==> config.mk <==
export PLATFORM = sky130hd
export DESIGN_NAME = qoi_line_scheduler
export DESIGN_NICKNAME = d
export VERILOG_FILES = /design/src/rtl/qoi_line_scheduler.sv
export SDC_FILE = /design/constraint.sdc
export NUM_CORES = 1
export LEC_CHECK = 0
export ABC_AREA = 1
export CAP_MARGIN = 20
export CORE_ASPECT_RATIO = 1.75
export CORE_MARGIN = 5
export CORE_UTILIZATION = 44
export CTS_CLUSTER_DIAMETER = 30
export DETAILED_ROUTE_END_ITERATION = 8
export PLACE_DENSITY_LB_ADDON = 0.2
export SYNTH_ARGS = -nofsm -noshare
export SYNTH_HDL_FRONTEND = slang
export SYNTH_SLANG_ARGS = --single-unit
==> constraint.sdc <==
create_clock -name clk -period 1.4 [get_ports clk]
set_input_delay 0.14 -clock clk [delete_from_list [all_inputs] [get_ports clk]]
set_output_delay 0.14 -clock clk [all_outputs]
set_load 0.05 [all_outputs]
==> src/rtl/qoi_line_scheduler.sv <==
// Line sequencer for the RGB444 QOI encoder: clears it per line, gates H_PIXELS pixels, reports byte count.
// Optional QOI_SCHED_STATS_EN adds a per-frame byte accumulator on output frame_bytes.
module qoi_line_scheduler #(
  parameter int unsigned H_PIXELS     = 640,
  parameter int unsigned V_LINES      = 480,
  parameter int unsigned DRAIN_CYCLES = 2,
  parameter int unsigned IND_W        = 10
) (
  input  logic             clk,
  input  logic             rst_n,
  input  logic             frame_start,
  input  logic             pix_valid,
  input  logic [11:0]      pix_data,
  output logic             pix_ready,
  output logic             enc_rst_n,
  output logic             enc_en,
  output logic [11:0]      enc_rgb,
  input  logic [IND_W-1:0] enc_ind,
  output logic             line_valid,
  input  logic             line_ready,
  output logic [IND_W-1:0] line_bytes,
  output logic [8:0]       line_idx,
  output logic             line_ovf,
  output logic             frame_done,
  output logic             sync_err,
  output logic             busy
`ifdef QOI_SCHED_STATS_EN
  ,
  output logic [31:0]      frame_bytes
`endif
);

  localparam int unsigned CNT_W = $clog2(H_PIXELS + 1);
  localparam int unsigned DRN_W = $clog2(DRAIN_CYCLES + 1);

  typedef enum logic [2:0] {
    S_IDLE,
    S_CLEAR,
    S_RUN,
    S_DRAIN,
    S_REPORT
  } state_t;

  state_t             state_q, state_d;
  logic [CNT_W-1:0]   pix_cnt_q, pix_cnt_d;
  logic [DRN_W-1:0]   drain_q, drain_d;
  logic [IND_W-1:0]   prev_ind_q, prev_ind_d;
  logic [IND_W-1:0]   bytes_q, bytes_d;
  logic [8:0]         idx_q, idx_d;
  logic               ovf_q, ovf_d;
  logic               sync_err_q, sync_err_d;
`ifdef QOI_SCHED_STATS_EN
  logic [31:0]        fbytes_q, fbytes_d;
`endif

  // State and datapath registers; synchronous reset aborts any frame in flight
  always_ff @(posedge clk) begin
    if (!rst_n) begin
      state_q    <= S_IDLE;
      pix_cnt_q  <= '0;
      drain_q    <= '0;
      prev_ind_q <= '0;
      bytes_q    <= '0;
      idx_q      <= '0;
      ovf_q      <= 1'b0;
      sync_err_q <= 1'b0;
`ifdef QOI_SCHED_STATS_EN
      fbytes_q   <= '0;
`endif
    end else begin
      state_q    <= state_d;
      pix_cnt_q  <= pix_cnt_d;
      drain_q    <= drain_d;
      prev_ind_q <= prev_ind_d;
      bytes_q    <= bytes_d;
      idx_q      <= idx_d;
      ovf_q      <= ovf_d;
      sync_err_q <= sync_err_d;
`ifdef QOI_SCHED_STATS_EN
      fbytes_q   <= fbytes_d;
`endif
    end
  end

  // Next-state and handshake logic
  always_comb begin
    state_d    = state_q;
    pix_cnt_d  = pix_cnt_q;
    drain_d    = drain_q;
    prev_ind_d = prev_ind_q;
    bytes_d    = bytes_q;
    idx_d      = idx_q;
    ovf_d      = ovf_q;
    sync_err_d = sync_err_q;
`ifdef QOI_SCHED_STATS_EN
    fbytes_d   = fbytes_q;
`endif
    pix_ready  = 1'b0;
    enc_en     = 1'b0;
    frame_done = 1'b0;

    // Index wrap detection runs while the encoder may still be emitting bytes
    if (state_q == S_RUN || state_q == S_DRAIN) begin
      prev_ind_d = enc_ind;
      if (enc_ind < prev_ind_q) ovf_d = 1'b1;
    end

    case (state_q)
      S_IDLE: begin
        if (frame_start) begin
          state_d    = S_CLEAR;
          idx_d      = '0;
          sync_err_d = 1'b0;
`ifdef QOI_SCHED_STATS_EN
          fbytes_d   = '0;
`endif
        end
      end
      S_CLEAR: begin
        state_d    = S_RUN;
        pix_cnt_d  = '0;
        ovf_d      = 1'b0;
        prev_ind_d = '0;
      end
      S_RUN: begin
        pix_ready = 1'b1;
        enc_en    = pix_valid;
        if (pix_valid) begin
          pix_cnt_d = pix_cnt_q + CNT_W'(1);
          if (pix_cnt_q == CNT_W'(H_PIXELS - 1)) begin
            state_d = S_DRAIN;
            drain_d = '0;
          end
        end
      end
      S_DRAIN: begin
        drain_d = drain_q + DRN_W'(1);
        if (drain_q == DRN_W'(DRAIN_CYCLES - 1)) begin
          state_d = S_REPORT;
          bytes_d = enc_ind;
        end
      end
      S_REPORT: begin
        if (line_ready) begin
`ifdef QOI_SCHED_STATS_EN
          fbytes_d = fbytes_q + 32'(bytes_q) + (ovf_q ? (32'd1 << IND_W) : 32'd0);
`endif
          if (idx_q == 9'(V_LINES - 1)) begin
            frame_done = 1'b1;
            state_d    = S_IDLE;
          end else begin
            idx_d   = idx_q + 9'd1;
            state_d = S_CLEAR;
          end
        end
      end
      default: state_d = S_IDLE;
    endcase

    if (frame_start && state_q != S_IDLE) sync_err_d = 1'b1;
  end

  assign enc_rst_n  = rst_n & (state_q != S_CLEAR);
  assign enc_rgb    = (state_q == S_RUN) ? pix_data : 12'h000;
  assign line_valid = (state_q == S_REPORT);
  assign line_bytes = bytes_q;
  assign line_idx   = idx_q;
  assign line_ovf   = ovf_q;
  assign sync_err   = sync_err_q;
  assign busy       = (state_q != S_IDLE);
`ifdef QOI_SCHED_STATS_EN
  assign frame_bytes = fbytes_q;
`endif

endmodule
==> impl_results.md, run 1 <==
* Status: finished with violations
* Failing checks: setup timing
* Multiplexer share of the synthesized area at 0
* Netlist cell types at 29
* Global-route wire length before repair at 12.80 mm
* Max-cap violations at 0
* # DRC at 0
* R2r endpoint: line_idx[5]$_SDFFE_PN0P_
* Clk_lat worst skew at 0.30 ns
* Pre-antenna DRT Iters at 5
* Gpl congestion at 0.8430
* Total global-route track usage at 0.2147
* FF-to-FF path depth at 10
* Pwr Total at 6225 uW
* Nets at 554
* Post-synthesis sequential area ratio at 0.3573
* Share of cells above drive strength 1 at 0.3411
* Synth Area in Compound Gates at 0.09612
* Congestion Overflow GR at 0
* Die width at 67.86 um
* Min-Delay Path Depth at 2
* Gate Count Post-Synth at 402
* Mapped Area at 0.002577 mm^2
* Fin worst setup slack at -0.1659 ns
* Largest family of logic cells by synthesized area: simple AND/OR/NAND/NOR gates
* Clock-pin transition on the worst setup and hold timing paths at 0.09 ns
* Ys async rst share at 0
* Unrepaired setup endpoints after global routing: true
* Worst min-delay path category: flip-flop to flip-flop
* Setup WS pre-CTS at -0.08542 ns
* Crit path arrival time at 1.43 ns
* Synth area leaders: dfxtp_1 36%, nand2_1 17%, inv_1 9.0%
* Ys Warns at 0
* Input/output buffers at 65
* Post-synthesis simple-gate area fraction at 0.3626
* Crit path cell chain: ha_4 > nand2_4 > nor2_4 > nand2_2 > nor3_4 > buf_12
* Drt wl/cell at 14.20 um
* Ant. Diodes at 0
* Top cell type's share of synthesized area at 0.3573
* EDFF count, synth at 0
* Power Density at 1399 mW/mm^2
* Initial antenna violation count at 0
* Reg-to-reg slack, setup at -0.11 ns
* Routed vias at 2,955
* Detail Placement HPWL at 5.625 mm
* Vias in the first global route at 2,916
* Worst EP required at 1.26 ns
* Period utilisation layout at 1.119
* Max-Slew Margin vs Limit at 0.7354
* DRT antenna net count at 0
* Clock tree buffer depth at 2
* Core area at 0.005787 mm^2
* Root buf cell: clkbuf_8
* Slowest cell delay on critical path at 0.37 ns
* Most common cell in the netlist: nand2_1
* # fillers at 405
* Syn Area/Cell at 6.412 um^2
* CTS buffer count at 5
* CTS tree: done
* CP max stage cell: dfxtp_4
* Starting density of the core at 0.4454
* Setup crit end kind: output port
* Leak at 0.001860 uW
* Largest delay contributor family on the critical path: simple AND/OR/NAND/NOR gates
* Hold path startpoint: line_bytes[2]$_SDFFE_PN0P_
* Buffers & Inverters on Critical Path at 1
* WS Path Type: flip-flop to output port
* Endpoints failing hold at 0
* Hold EP: line_bytes[2]$_SDFFE_PN0P_
* Max-slew violation count at 0
* Clock sink count at 46
* Synth Net Count at 441
* Area Overhead vs Synth at 72.62%
* Via density at 4.975
* F_max at 638.6 MHz
* Minimum clock period at 1.566 ns
* Ports at 66
* Nature of the critical path startpoint: flip-flop
* VDD IR max at 0.8890 mV
* Die area at 0.007549 mm^2
* Num rows at 37
* RR Startpoint: line_idx[1]$_SDFFE_PN0P_
* Adder-cell area share of the yosys netlist at 0.05825
* Measured slew at the worst slew-check pin at 0.3954 ns
* Pin count of the biggest net entering global routing at 17
* Starting DRT DRC Count at 186
* Clock H-tree levels at 2
* Placed instance area at 0.003944 mm^2
* Synth Register Bits at 46
* XOR/XNOR Fraction of Synth Area at 0.006796
* Top cells by count, synth: 115 x nand2_1, 62 x inv_1, 48 x nor2_1
* Leading area contributor after synthesis: dfxtp_1
* Post-synth top flop: dfxtp_1
* Final setup vio count at 29
* Layout Cell Area excl Fill at 0.004449 mm^2
* Die Ht at 111.3 um
* Worst-path fanout max at 2
* Final wirelength at 8.437 mm
* Final Skew at 0.003845 ns
where the power goes:
part / switching, uW / internal [uW] / leakage, uW
registers: 123 / 1440 / 0.000380
clock network: 481 / 533 / 0.0000547
logic: 2060 / 1590 / 0.00143
through the flow:
stage | TNS [ns] | instances | hold slack (ns) | utilization
final | -3.320 | 594 | 0.4631 | 0.7689
after global placement | -0.2373 | 570 | 0.4484 | 0.6815
after CTS | -2.095 | 588 | 0.4660 | 0.7306
after floorplan | -0.1642 | 402 | 0.2864 | -
after global routing | -5.095 | 594 | 0.4801 | 0.7689
after detailed placement | -0.8379 | 570 | 0.4539 | 0.6815
layer usage:
layer,global-route usage,part of all wire,up-vias
met3,0.03245,0.030,27
met2,0.4268,0.59,79
met5,0,0,-
met4,0.08632,0.039,0
met1,0.2008,0.34,1380
li1,-,-,1469
worst max-delay path by stage:
stage / from / endpoint / slack [ns] / cells after the start
detailed placement: state_q[0]$_SDFFE_PN0P_ / line_bytes[1]$_SDFFE_PN0P_ / -0.09 / 5
global placement: enc_ind[9] / line_ovf$_SDFFE_PN0P_ / -0.04 / 6
CTS: line_idx[1]$_SDFFE_PN0P_ / frame_done / -0.15 / 6
floorplan: line_idx[0]$_SDFFE_PN0P_ / frame_done / -0.16 / 5
finish: line_idx[1]$_SDFFE_PN0P_ / frame_done / -0.17 / 6
global route: line_idx[1]$_SDFFE_PN0P_ / frame_done / -0.23 / 6
placed cells by master (no fill, tap or decap), types with 2 or more instances in the layout:
cell type	n
a21oi_1	35
a21oi_2	9
buf_12	29
buf_4	48
buf_6	14
clkbuf_8	5
clkdlybuf4s50_1	26
dfxtp_1	32
dfxtp_2	10
dfxtp_4	4
ha_1	9
ha_2	2
inv_1	59
inv_2	4
inv_4	3
inv_6	2
nand2_1	108
nand2_2	6
nand2_4	3
nand3_1	20
nand3_2	6
nand3_4	3
nand4_1	7
nor2_1	30
nor2_4	20
nor3_1	4
o21ai_0	2
o21ai_1	2
flip-flops by register name, indices dropped and copies added (netlist names):
register    flops
pix_cnt_q      10
state_q         3
drain_q         2
prev_ind_q     10
sync_err        1
line_idx        9
line_bytes     10
line_ovf        1
timing repair:
action                                  4_1_cts  5_1_grt
pin swaps                                     8       15
resized for setup                            25       51
hold buffers                                  0        0
endpoints found under the setup margin       37       59
cloned                                        1        1
setup buffers                                10        7
cell type report:
cell class / count / area, um^2 / share of cell area
multi-input combinational: 276 / 1634 / 0.3673
timing repair buffer: 118 / 1386 / 0.3116
inverter: 68 / 270.3 / 0.06074
clock inverter: 3 / 43.79 / 0.009843
sequential: 46 / 948.4 / 0.2132
tap: 78 / 97.59 / 0.02193
clock buffer: 5 / 68.82 / 0.01547
kinds of logic after synthesis:
logic type / Yosys count
AOI/OAI and AO/OA: 49
buffers and inverters: 80
adders and majority gates: 12
xor gates and xnor gates: 2
and+or+nand+nor: 213
DFF: 46
tightest hold or removal path: stages, from the launching register on:
cell     delay [ns]
dfxtp_1        0.32
nand2_1        0.06
a21oi_1        0.05
(Power assumes the default switching activity.)
==> run 2: changes to the inputs <==
--- a/config.mk
+++ b/config.mk
@@ -7,9 +7,11 @@
 export LEC_CHECK = 0
 export ABC_AREA = 1
 export CAP_MARGIN = 20
+export CELL_PAD_IN_SITES_DETAIL_PLACEMENT = 1
+export CELL_PAD_IN_SITES_GLOBAL_PLACEMENT = 1
 export CORE_ASPECT_RATIO = 1.75
 export CORE_MARGIN = 5
-export CORE_UTILIZATION = 44
+export CORE_UTILIZATION = 30
 export CTS_CLUSTER_DIAMETER = 30
 export DETAILED_ROUTE_END_ITERATION = 8
 export PLACE_DENSITY_LB_ADDON = 0.2
==> impl_results.md, run 2 (synthesis results as in run 1) <==
* Final wirelength at 10.02 mm (was 8.437 mm)
* Buffers & Inverters on Critical Path at 3 (was 1)
* Largest delay contributor family on the critical path: buffers and inverters (was simple AND/OR/NAND/NOR gates)
* Clock-pin transition on the worst setup and hold timing paths at 0.07 ns (was 0.09 ns)
* CTS tree: done (unchanged)
* Starting DRT DRC Count at 121 (was 186)
* Crit path cell chain: buf_6 > nor2_8 > nand2_8 > buf_16 > nor2_4 > buf_12 (was ha_4 > nand2_4 > nor2_4 > nand2_2 > nor3_4 > buf_12)
* Clock sink count at 46 (unchanged)
* Max-Slew Margin vs Limit at 0.7163 (was 0.7354)
* Setup crit end kind: output port (unchanged)
* WS Path Type: flip-flop to output port (unchanged)
* Failing checks: setup timing (unchanged)
* Starting density of the core at 0.3080 (was 0.4454)
* Power Density at 1479 mW/mm^2 (was 1399 mW/mm^2)
* Multi-input gate area at 0.001663 mm^2 (was 0.001634 mm^2)
* Hold Buf Count CTS at 0 (unchanged)
* Unrepaired setup endpoints after global routing: true (unchanged)
* Core area at 0.008368 mm^2 (was 0.005787 mm^2)
* Measured slew at the worst slew-check pin at 0.4241 ns (was 0.3954 ns)
* Most frequent cells in the layout: 103 x nand2_1, 58 x inv_1, 55 x buf_4, 39 x a21oi_1, 33 x buf_12 (was 108 x nand2_1, 59 x inv_1, 48 x buf_4, 35 x a21oi_1, 32 x dfxtp_1)
* Endpoints failing hold at 0 (unchanged)
* Die area at 0.01062 mm^2 (was 0.007549 mm^2)
* Detail Placement HPWL at 7.081 mm (was 5.625 mm)
* Share of cells above drive strength 1 at 0.3650 (was 0.3411)
* Register Area at 953.4 um^2 (was 948.4 um^2)
* Clock H-tree levels at 2 (unchanged)
* Pin count of the biggest net entering global routing at 30 (was 17)
* Total global-route track usage at 0.1852 (was 0.2147)
* Clk_lat worst skew at 0.30 ns (about the same)
* Minimum clock period at 1.567 ns (was 1.566 ns)
* TNS Setup at -2.751 ns (was -3.320 ns)
* Ant. Diodes at 0 (unchanged)
* Die Ht at 132.6 um (was 111.3 um)
* Period utilisation layout at 1.120 (was 1.119)
* Num rows at 44 (was 37)
* Final setup vio count at 33 (was 29)
* Congestion Overflow GR at 0 (unchanged)
* Clock tree buffer depth at 2 (unchanged)
* Global-route wire length before repair at 15.55 mm (was 12.80 mm)
* Routed vias at 2,999 (was 2,955)
* Max-slew violation count at 0 (unchanged)
* Final Skew at 0.006365 ns (was 0.003845 ns)
* CTS buffer count at 5 (unchanged)
* Commonest non-fill, non-tap cell in the layout: nand2_1 (unchanged)
* Worst-path fanout max at 6 (was 2)
* # fillers at 1,025 (was 405)
* Nature of the critical path startpoint: flip-flop (unchanged)
* Die width at 80.07 um (was 67.86 um)
* Input/output buffers at 65 (unchanged)
* Nets at 564 (was 554)
* Status: finished with violations (unchanged)
* Pre-antenna DRT Iters at 4 (was 5)
* Root buf cell: clkbuf_16 (was clkbuf_8)
* Placed instance area at 0.004085 mm^2 (was 0.003944 mm^2)
* Hold slack at 0.4673 ns (was 0.4631 ns)
* Leak at 0.001960 uW (was 0.001860 uW)
* Fin worst setup slack at -0.1674 ns (was -0.1659 ns)
* Max-cap violations at 0 (unchanged)
* VDD IR max at 1.355 mV (was 0.8890 mV)
* Drt wl/cell at 15.63 um (was 14.20 um)
* CP max stage cell: dfxtp_4 (unchanged)
* DRT antenna net count at 0 (unchanged)
* Worst min-delay path category: flip-flop to flip-flop (unchanged)
* Area Overhead vs Synth at 82.52% (was 72.62%)
* Slowest cell delay on critical path at 0.36 ns (was 0.37 ns)
* # DRC at 0 (unchanged)
* Pwr Total at 6958 uW (was 6225 uW)
* Crit path arrival time at 1.43 ns (about the same)
* Gpl congestion at 0.7650 (was 0.8430)
* Layout Cell Area excl Fill at 0.004705 mm^2 (was 0.004449 mm^2)
* Ports at 66 (unchanged)
* Worst EP required at 1.26 ns (about the same)
* Vias in the first global route at 3,166 (was 2,916)
* Via density at 4.679 (was 4.975)
* F_max at 638.0 MHz (was 638.6 MHz)
* Setup WS pre-CTS at -0.1072 ns (was -0.08542 ns)
* Initial antenna violation count at 0 (unchanged)
## run 2: cell types whose count changed in the layout (fill, tap and decap cells not counted), moves of 5 or more
cell       delta
buf_4         +7
nor2_2        +7
clkbuf_16     +5
clkbuf_8      -5
nand2_1       -5
## run 2: what timing repair did
action | CTS | global route
setup buffers | 13 | 6
cloned | 1 | 0
endpoints found under the setup margin | 29 | 46
resized for setup | 39 | 44
hold endpoints to repair | 0 | 0
pin swaps | 10 | 16
## run 2: path summary, 6_finish.rpt
path,from,endpoint,slack [ns],cells after the start
setup reg to reg,state_q[2]$_SDFFE_PN0P_,state_q[1]$_SDFFE_PN0P_,-0.10,12
hold reg to reg,prev_ind_q[0]$_SDFFE_PN0N_,prev_ind_q[0]$_SDFFE_PN0N_,0.47,2
hold / removal,prev_ind_q[0]$_SDFFE_PN0N_,prev_ind_q[0]$_SDFFE_PN0N_,0.47,2
setup / recovery,state_q[2]$_SDFFE_PN0P_,enc_rgb[0],-0.17,6
## run 2: layer usage
layer	part of all wire	vias to the layer above	track usage
li1	-	1492	-
met4	0.022	0	0.06015
met1	0.35	1443	0.1844
met2	0.61	48	0.3736
met5	0	-	0
met3	0.019	16	0.02449
## run 2: stage by stage
| stage | utilization | std cells |
|---|---|---|
| after floorplan | - | 402 |
| after global placement | 0.4882 | 613 |
| after detailed placement | 0.4882 | 613 |
| after CTS | 0.5387 | 635 |
| after global routing | 0.5622 | 641 |
| final | 0.5622 | 641 |
## run 2: power breakdown
group          leakage [uW]  switching, uW  total (uW)  internal (uW)
sequential         0.000381            116        1560           1440
clock             0.0000842            560        1410            847
combinational       0.00150           2200        3990           1790
## run 2: final cells by class
| type | count | share of cell area |
|---|---|---|
| multi-input combinational | 276 | 0.3535 |
| timing repair buffer | 128 | 0.3205 |
| sequential | 46 | 0.2027 |
| inverter | 68 | 0.05691 |
| tap | 115 | 0.03059 |
| clock buffer | 5 | 0.02660 |
| clock inverter | 3 | 0.009309 |
## run 2: worst reg2reg max path, cell delays in order, from the launching register on
cell	delay (ns)
dfxtp_4	0.36
buf_6	0.12
nor2_8	0.13
nand2_8	0.09
buf_6	0.13
inv_4	0.06
buf_6	0.09
buf_6	0.09
nand2_4	0.06
buf_6	0.11
nand4_1	0.09
nand2_1	0.06
inv_1	0.05
